===== src/rtl/stack_unit_if.sv =====
// +----------------------------------------------------------------------------
// | stack_unit_if : control <-> operand stack strobe/data bundle.
// | Optional STACK_NOS_EN adds the next-on-stack output nos.
// | Revision: 1.0
// +----------------------------------------------------------------------------
`default_nettype none

interface stack_unit_if #(
    parameter int DATA_W = 8,
    parameter int DEPTH  = 16
);
    localparam int c_CNT_W = $clog2(DEPTH) + 1;

    logic               push;
    logic               pop;
    logic               stack_src;
    logic [DATA_W-1:0]  alu_result;
    logic [DATA_W-1:0]  mdr_data;
    logic               clear_err;
    logic [DATA_W-1:0]  tos;
    logic               tos_zero;
    logic [c_CNT_W-1:0] count;
    logic               empty;
    logic               full;
    logic               overflow;
    logic               underflow;
`ifdef STACK_NOS_EN
    logic [DATA_W-1:0]  nos;
`endif

    modport master (
        output push, pop, stack_src, alu_result, mdr_data, clear_err,
`ifdef STACK_NOS_EN
        input  nos,
`endif
        input  tos, tos_zero, count, empty, full, overflow, underflow
    );

    modport slave (
        input  push, pop, stack_src, alu_result, mdr_data, clear_err,
`ifdef STACK_NOS_EN
        output nos,
`endif
        output tos, tos_zero, count, empty, full, overflow, underflow
    );
endinterface

`default_nettype wire


===== src/rtl/stack_unit.sv =====
// +----------------------------------------------------------------------------
// | stack_unit : operand stack with a cached top-of-stack register.
// | Optional STACK_NOS_EN: cached next-on-stack register driving bus.nos.
// | Revision: 1.0
// +----------------------------------------------------------------------------
`default_nettype none

module stack_unit #(
    parameter int DATA_W = 8,
    parameter int DEPTH  = 16
) (
    input  logic         clk,
    input  logic         reset,
    stack_unit_if.slave  bus
);
    localparam int c_CNT_W = $clog2(DEPTH) + 1;
    localparam int c_SP_W  = $clog2(DEPTH);

    logic [DATA_W-1:0]  r_tos;
    logic [DATA_W-1:0]  r_body [0:DEPTH-2];
    logic [c_SP_W-1:0]  r_sp;
    logic [c_CNT_W-1:0] r_count;
    logic               r_overflow;
    logic               r_underflow;
`ifdef STACK_NOS_EN
    logic [DATA_W-1:0]  r_nos;
`endif

    logic [DATA_W-1:0]  w_din;
    logic               w_empty;
    logic               w_full;
    logic               w_do_push;
    logic               w_do_pop;
    logic               w_replace;
    logic               w_set_ovf;
    logic               w_set_unf;
    logic [c_SP_W-1:0]  w_sp_m1;
`ifdef STACK_NOS_EN
    logic [c_SP_W-1:0]  w_sp_m2;
`endif

    assign w_din     = bus.stack_src ? bus.mdr_data : bus.alu_result;
    assign w_empty   = (r_count == '0);
    assign w_full    = (r_count == c_CNT_W'(DEPTH));
    // A replace on an empty stack has nothing to pop, so it degrades to a push.
    assign w_do_push = (bus.push & ~bus.pop & ~w_full) | (bus.push & bus.pop & w_empty);
    assign w_do_pop  = bus.pop & ~bus.push & ~w_empty;
    assign w_replace = bus.push & bus.pop & ~w_empty;
    assign w_set_ovf = bus.push & ~bus.pop & w_full;
    assign w_set_unf = bus.pop & ~bus.push & w_empty;
    assign w_sp_m1   = r_sp - c_SP_W'(1);
`ifdef STACK_NOS_EN
    assign w_sp_m2   = r_sp - c_SP_W'(2);
`endif

    // Body is not reset; its contents are only read below a valid count.
    always_ff @(posedge clk) begin
        if (w_do_push && !w_empty) begin
            r_body[r_sp] <= r_tos;
        end
    end

    always_ff @(posedge clk or negedge reset) begin
        if (!reset) begin
            r_tos       <= '0;
            r_sp        <= '0;
            r_count     <= '0;
            r_overflow  <= 1'b0;
            r_underflow <= 1'b0;
`ifdef STACK_NOS_EN
            r_nos       <= '0;
`endif
        end else begin
            if (w_do_push) begin
                r_tos   <= w_din;
                r_count <= r_count + c_CNT_W'(1);
                if (!w_empty) begin
                    r_sp <= r_sp + c_SP_W'(1);
                end
`ifdef STACK_NOS_EN
                r_nos <= w_empty ? '0 : r_tos;
`endif
            end else if (w_do_pop) begin
                r_count <= r_count - c_CNT_W'(1);
                if (r_count == c_CNT_W'(1)) begin
                    r_tos <= '0;
                end else begin
                    r_tos <= r_body[w_sp_m1];
                    r_sp  <= w_sp_m1;
                end
`ifdef STACK_NOS_EN
                r_nos <= (r_count > c_CNT_W'(2)) ? r_body[w_sp_m2] : '0;
`endif
            end else if (w_replace) begin
                r_tos <= w_din;
            end

            // A set in the same cycle as clear_err wins.
            r_overflow  <= (r_overflow  & ~bus.clear_err) | w_set_ovf;
            r_underflow <= (r_underflow & ~bus.clear_err) | w_set_unf;
        end
    end

    assign bus.tos       = r_tos;
    assign bus.tos_zero  = (r_tos == '0);
    assign bus.count     = r_count;
    assign bus.empty     = w_empty;
    assign bus.full      = w_full;
    assign bus.overflow  = r_overflow;
    assign bus.underflow = r_underflow;
`ifdef STACK_NOS_EN
    assign bus.nos       = r_nos;
`endif

endmodule

`default_nettype wire


===== src/flat_wrapper.sv =====
// flat-port wrapper written by rule: the top's interface ports become plain ports
module stack_unit_flat 
#(
    parameter int DATA_W = 8,
    parameter int DEPTH  = 16
)
  (clk, reset, bus_push, bus_pop, bus_stack_src, bus_alu_result, bus_mdr_data, bus_clear_err, bus_tos, bus_tos_zero, bus_count, bus_empty, bus_full, bus_overflow, bus_underflow);
  stack_unit_if #(.DATA_W(DATA_W), .DEPTH(DEPTH)) bus_i ();
  input  logic clk;
  input  logic reset;
  input wire logic [$bits(bus_i.push)-1:0] bus_push;
  input wire logic [$bits(bus_i.pop)-1:0] bus_pop;
  input wire logic [$bits(bus_i.stack_src)-1:0] bus_stack_src;
  input wire logic [$bits(bus_i.alu_result)-1:0] bus_alu_result;
  input wire logic [$bits(bus_i.mdr_data)-1:0] bus_mdr_data;
  input wire logic [$bits(bus_i.clear_err)-1:0] bus_clear_err;
  output wire logic [$bits(bus_i.tos)-1:0] bus_tos;
  output wire logic [$bits(bus_i.tos_zero)-1:0] bus_tos_zero;
  output wire logic [$bits(bus_i.count)-1:0] bus_count;
  output wire logic [$bits(bus_i.empty)-1:0] bus_empty;
  output wire logic [$bits(bus_i.full)-1:0] bus_full;
  output wire logic [$bits(bus_i.overflow)-1:0] bus_overflow;
  output wire logic [$bits(bus_i.underflow)-1:0] bus_underflow;
  assign bus_i.push = bus_push;
  assign bus_i.pop = bus_pop;
  assign bus_i.stack_src = bus_stack_src;
  assign bus_i.alu_result = bus_alu_result;
  assign bus_i.mdr_data = bus_mdr_data;
  assign bus_i.clear_err = bus_clear_err;
  assign bus_tos = bus_i.tos;
  assign bus_tos_zero = bus_i.tos_zero;
  assign bus_count = bus_i.count;
  assign bus_empty = bus_i.empty;
  assign bus_full = bus_i.full;
  assign bus_overflow = bus_i.overflow;
  assign bus_underflow = bus_i.underflow;
  stack_unit #(.DATA_W(DATA_W), .DEPTH(DEPTH)) u_core (.clk(clk), .reset(reset), .bus(bus_i));
endmodule

===== config.mk =====
export PLATFORM = sky130hd
export DESIGN_NAME = stack_unit_flat
export DESIGN_NICKNAME = d
export VERILOG_FILES = /design/src/rtl/stack_unit_if.sv /design/src/rtl/stack_unit.sv /design/src/flat_wrapper.sv
export SDC_FILE = /design/constraint.sdc
export NUM_CORES = 1
export LEC_CHECK = 0
export CAP_MARGIN = 20
export CORE_UTILIZATION = 40
export DETAILED_ROUTE_END_ITERATION = 10
export GPL_ROUTABILITY_DRIVEN = 0
export PLACE_DENSITY = 0.57
export SLEW_MARGIN = 20
export SYNTH_ARGS = -nofsm -noshare
export SYNTH_HDL_FRONTEND = slang
export SYNTH_SLANG_ARGS = --single-unit

===== constraint.sdc =====
create_clock -name clk -period 4.22 [get_ports clk]
set_input_delay 0.633 -clock clk [delete_from_list [all_inputs] [get_ports clk]]
set_output_delay 0.633 -clock clk [all_outputs]
set_load 0.02 [all_outputs]

==> run_results.csv, run 1 <==
group,metric,value,unit
route,ant_nets,0,
synthesis,syn_area_per_cell,16.66,um^2
floorplan,dieWidth,124.8,um
floorplan,die-area,15580,um^2
grt,grt_pass1_vias,3524,
grt,grt-ovfl-total,0,
sta,setup_viol,0,
route,drc,13,
synthesis,yosysWarnings,0,
floorplan,fp.dieH,124.8,um
route,via_per_inst,5.578,
clock_network,clock_path_buffers,2,
setup_path,worstReg2RegStart,"u_core.r_sp[1]$_DFFE_PN0P_",
clock_network,cts_buffers,17,
sta,rsz0062_at_grt,"no",
setup_path,cp_slowest_cell,"or4b_1",
sta,fin_tns_setup,0,ps
synthesis,ys_seq_area_share,67.62,%
setup_path,r2r-end,"u_core.bus.tos[1]$_DFFE_PN0P_",
clock_network,htreeDepth,4,
setup_path,cp.arrival,2680,ps
place,dpl-instance-area,6656,um^2
layout,nets,446,
clock_network,clockRootBuffer,"clkbuf_16",
layout,antenna_cells,0,
synthesis,ys_types,48,
setup_path,reg2reg_depth,7,
synthesis,syn-num-nets,393,
floorplan,core,14640,um^2
sta,hold_ws,526.3,ps
layout,area_growth,19.98,%
synthesis,synth_top_cell_area_share,59.74,%
floorplan,rows,44,
power,ir_drop,422.5,uV
synthesis,synth_top_area_cell,"edfxtp_1",
sta,relSlewSlack,34.25,%
setup_path,critPathLaunchType,"register",
route,wl_per_cell,22.59,um
synthesis,synthTopCellsByArea,"edfxtp_1 60%, mux4_2 9.0%, dfrtp_1 7.9%",
setup_path,crit_type,"reg -> out",
clock_network,cts_num_sinks,139,
power,cellLeakagePower,2.496,nW
route,routed_wl,13.80,mm
layout,fillerInstances,1225,
synthesis,async_flop_share,13.67,%
setup_path,critPathCaptureType,"output pin",
clock_network,cts_setup_buffers,0,
route,firstDrtPassIters,7,
clock_network,cts_tree,"built",
layout,seqCellArea,4080,um^2
layout,stdcell_area,7237,um^2
place,hpwlAfterDp,9.160,mm
floorplan,ioPinCount,40,
synthesis,netlist_instances,362,
power,power_density,759.7,nW/um^2
setup_path,max_stage_delay,720,ps
synthesis,netlist_area,6032,um^2
setup_path,cp_common_cell,"inv_1",
setup_path,r2r_slack,1500,ps
place,port-buffer-count,39,
setup_path,cp-endpoint,"bus_empty",
setup_path,cp_max_fo,15,
outcome,violations,"DRC",
sta,fin_crit,3316,ps
clock_network,clk_latency,430,ps
sta,tightest_slew,983.1,ps
sta,layout_worst_path_cycle_share,78.57,%
grt,grt_max_degree,41,
synthesis,synth_edf_count,120,
setup_path,crit_chain,"inv_1, ha_1, or4b_1, inv_1, clkdlybuf4s50_1",
layout,layout_common_cells,"120 x edfxtp_1, 39 x clkdlybuf4s50_1, 24 x mux4_2, 23 x mux2i_1, 20 x a211oi_1",
grt,grt_antenna_before_repair,0,
clock_network,holdBufCountCts,0,
grt,grtUsageTotal,19.16,%
synthesis,yosys_register_bits,139,
clock_network,cts.clk_slew.worst_paths,60,ps
layout,drive_above_1_share,18.03,%
floorplan,initial_core_util,41.19,%
run,cap_violations,0,
worst_hold_path,holdCritPathClass,"reg -> reg",
grt,grt_pass1_wl,21.35,mm
layout,multi_input_area,1805,um^2
sta,fmax,301.6,MHz
sta,skew,14.11,ps
synthesis,synth_flop_cell,"edfxtp_1",
sta,finalMaxSlewViolations,0,
layout,final_core_util,49.42,%
outcome,status,"complete, but fails checks",
sta,hold_viol_final,0,
setup_path,crit_start,"u_core.bus.count[0]$_DFFE_PN0P_",
route,dr_total_vias,3408,
layout,layout_commonest_cell,"edfxtp_1",
setup_path,cp.required,3590,ps
route,drt_iter0_drc,230,
clock_network,cts-resized-gates,0,
[power by group]
part	switching, mW	internal, mW	leakage, nW
clock	0.551	0.918	0.275
combinational	1.25	0.834	0.916
sequential	0.126	1.82	1.31
total	1.93	3.57	2.50
[final cells by class]
class	instances	area share, %
Clock inverter	13	2.092
Sequential cell	139	56.38
Multi-Input combinational cell	193	24.95
Clock buffer	18	5.930
Timing Repair Buffer	54	6.950
Inverter	10	0.5187
Tap cell	184	3.181
[worst min path at each step]
stage	from	end	slack [ps]	depth (start not counted)
floorplan	reset	u_core.bus.count[0]$_DFFE_PN0P_	340	0
global placement	u_core.bus.underflow$_DFF_PN0_	u_core.bus.underflow$_DFF_PN0_	500	1
detailed placement	u_core.bus.underflow$_DFF_PN0_	u_core.bus.underflow$_DFF_PN0_	520	1
CTS	u_core.bus.underflow$_DFF_PN0_	u_core.bus.underflow$_DFF_PN0_	530	1
global route	u_core.bus.overflow$_DFF_PN0_	u_core.bus.overflow$_DFF_PN0_	560	1
finish	u_core.bus.underflow$_DFF_PN0_	u_core.bus.underflow$_DFF_PN0_	530	1
[cell usage after synthesis (all sizes together) (3+ instances only)]
master	number
nand3	7
buf	14
nor4	3
nor3	7
nor2b	5
o21ai	8
mux4	24
xnor2	5
and2	13
clkbuf	6
a21oi	8
dfrtp	19
mux2	3
edfxtp	120
inv	10
a211oi	20
mux2i	23
nand2	5
ha	9
o31ai	7
nor2	16
[worst max-delay path: cells and delay by family (launching register included)]
family | cells | cell delay [ps]
buffers and inverters | 3 | 920
DFF | 1 | 440
and+or+nand+nor | 1 | 720
adders and majority gates | 1 | 180
[cells by family (layout without fill, tap and decap cells)]
kind of cell	Yosys count	after routing	share of synthesized area [%]
buffers and inverters	30	95	2.676
AO/OA/AOI/OAI	59	59	7.239
multiplexers	50	50	13.34
AND/OR/NAND/NOR	68	68	6.244
adder cells (fa/ha/maj)	9	9	1.867
XOR/XNOR	7	7	1.016
flip-flops	139	139	67.62
[registers in the layout, summed over array words and instances, names as in the netlist]
signal / flops
u_core.r_body: 120
u_core.bus.tos: 8
u_core.bus.count: 5
u_core.r_sp: 4
u_core.bus.overflow: 1
u_core.bus.underflow: 1
[layer usage]
metal / global-route usage (%) / up-vias / part of all wire (%)
li1: - / 1556 / -
met1: 25.46 / 1728 / 46
met2: 30.14 / 105 / 47
met3: 4.553 / 19 / 4.9
met4: 8.134 / 0 / 1.9
met5: 0 / - / 0
[through the flow]
stage / total power, mW / setup WS, ps / cells
after CTS: 5.540 / 913.0 / 611
after global routing: 5.742 / 757.7 / 611
final: 5.498 / 904.2 / 611
after global placement: 4.058 / 1391 / 580
after floorplan: 3.298 / 1721 / 362
after detailed placement: 4.076 / 1292 / 580
(Power assumes the default switching activity.)
==> run 2, diff against run 1 <==
- clock period: 4.22 -> 3.46 ns (I/O delays scaled with it)
==> run_results.csv, run 2 (synthesis gave the netlist of run 1 again) <==
group,metric,value,unit
floorplan,die-area,15580,um^2
clock_network,cts_num_sinks,139,
setup_path,cp_slowest_cell,"clkdlybuf4s50_1",
layout,area_growth,20.18,%
sta,finalMaxSlewViolations,0,
clock_network,cts_setup_buffers,0,
run,cap_violations,0,
route,wl_per_cell,22.95,um
setup_path,reg2reg_depth,7,
sta,relSlewSlack,37.64,%
floorplan,dieWidth,124.8,um
layout,multi_input_area,1805,um^2
grt,grt_max_degree,41,
floorplan,fp.dieH,124.8,um
sta,rsz0062_at_grt,"no",
route,firstDrtPassIters,7,
sta,skew,14.46,ps
layout,antenna_cells,0,
worst_hold_path,hold_end,"u_core.bus.overflow$_DFF_PN0_",
clock_network,cts_buffers,17,
setup_path,max_stage_delay,610,ps
setup_path,worstReg2RegStart,"u_core.r_sp[1]$_DFFE_PN0P_",
sta,tightest_slew,932.5,ps
layout,largest_reg_flops,120,
sta,fin_crit,3058,ps
setup_path,cp_max_fo,15,
grt,grt-busiest-layer,"met2",
grt,grt_use_met2,30.70,%
grt,grtUsageMet3,4.510,%
sta,fmax,327.0,MHz
setup_path,r2r-end,"u_core.bus.tos[6]$_DFFE_PN0P_",
clock_network,cts_tree,"built",
outcome,violations,"DRC",
floorplan,core,14640,um^2
layout,drive_above_1_share,19.30,%
setup_path,cp.required,2940,ps
power,cellLeakagePower,2.504,nW
clock_network,clock_path_buffers,2,
sta,hold_ws,515.5,ps
layout,layout_common_cells,"120 x edfxtp_1, 39 x clkdlybuf4s50_1, 24 x mux4_2, 23 x mux2i_1, 20 x a211oi_1",
layout,stdcell_area,7249,um^2
clock_network,clockRootBuffer,"clkbuf_16",
grt,grt_pass1_vias,3478,
power,power_density,917.6,nW/um^2
setup_path,cp_common_cell,"inv_1",
sta,layout_worst_path_cycle_share,88.38,%
clock_network,cts.clk_slew.worst_paths,60,ps
route,drt_iter0_drc,283,
route,routed_wl,14.09,mm
place,port-buffer-count,39,
worst_hold_path,holdCritPathClass,"reg -> reg",
grt,grt_pass1_wl,22.09,mm
power,ir_drop,482.3,uV
grt,grtUsageTotal,19.76,%
route,ant_nets,0,
clock_network,htreeDepth,4,
layout,nets,448,
floorplan,rows,44,
worst_hold_path,holdCritStartpoint,"u_core.bus.overflow$_DFF_PN0_",
setup_path,critPathCaptureType,"output pin",
grt,grt_antenna_before_repair,0,
clock_network,cts-resized-gates,0,
sta,fin_tns_setup,0,ps
floorplan,initial_core_util,41.19,%
place,hpwlAfterDp,9.233,mm
worst_hold_path,hold_depth,1,
layout,seqCellArea,4080,um^2
layout,layout_commonest_cell,"edfxtp_1",
setup_path,crit_type,"reg -> out",
floorplan,ioPinCount,40,
route,dr_total_vias,3425,
route,drc,14,
grt,gr-usage-met1,27.01,%
layout,largest_register,"u_core.r_body",
sta,setup_viol,0,
outcome,status,"complete, but fails checks",
route,via_per_inst,5.578,
clock_network,holdBufCountCts,0,
place,dpl-instance-area,6684,um^2
setup_path,cp.arrival,2540,ps
clock_network,clk_latency,420,ps
sta,hold_viol_final,0,
setup_path,r2r_slack,920,ps
setup_path,crit_chain,"inv_1, ha_1, or4b_1, buf_4, inv_1, clkdlybuf4s50_1",
layout,fillerInstances,1225,
grt,grt-ovfl-total,0,
setup_path,critPathLaunchType,"register",
run 2: layer usage:
layer | part of all wire [%] | routed length, um | vias up
met3 | 4.6 | 642 | 11
met5 | 0 | 0 | -
met1 | 47 | 6578 | 1753
met2 | 48 | 6730 | 96
li1 | - | - | 1565
met4 | 1.0 | 143 | 0
run 2: area by class of cell:
class | count | share of cell area [%]
clock buffers | 18 | 5.920
flip-flops and latches | 139 | 56.28
repair buffers | 56 | 7.318
multi-input cells | 193 | 24.91
well taps | 184 | 3.176
clock inverters | 14 | 1.881
inverters | 10 | 0.5178
run 2: how the worst max path moves through the flow:
stage | from | to | slack [ps] | depth (start not counted)
floorplan | u_core.bus.count[0]$_DFFE_PN0P_ | u_core.r_body[3][0]$_DFFE_PP_ | 960 | 6
global placement | bus_push | u_core.r_body[6][0]$_DFFE_PP_ | 850 | 6
detailed placement | bus_push | u_core.r_body[5][3]$_DFFE_PP_ | 810 | 6
CTS | u_core.bus.count[0]$_DFFE_PN0P_ | bus_empty | 370 | 6
global route | u_core.bus.count[0]$_DFFE_PN0P_ | bus_empty | 280 | 6
finish | u_core.bus.count[0]$_DFFE_PN0P_ | bus_empty | 400 | 6
run 2: critical path: cells and delay by family (launching register included):
| family | cells | cell delay [ps] |
|---|---|---|
| AND/OR/NAND/NOR | 1 | 440 |
| adder cells (fa/ha/maj) | 1 | 190 |
| flip-flops | 1 | 440 |
| buffers and inverters | 4 | 1050 |
run 2: through the flow:
| stage | instances | setup WS, ps | utilization, % | total power, mW |
|---|---|---|---|---|
| after global placement | 582 | 845.2 | 45.64 | 4.944 |
| after global routing | 614 | 276.9 | 49.50 | 6.987 |
| after floorplan | 362 | 961.0 | - | 4.023 |
| final | 614 | 402.0 | 49.50 | 6.652 |
| after CTS | 614 | 374.8 | 49.50 | 6.712 |
| after detailed placement | 582 | 809.2 | 45.64 | 4.975 |
run 2: power breakdown:
group / internal (mW) / leakage (nW) / switching (mW)
Clock: 1.00 / 0.269 / 0.714
Combinational: 1.03 / 0.930 / 1.54
Sequential: 2.22 / 1.31 / 0.151
Total: 4.25 / 2.50 / 2.40
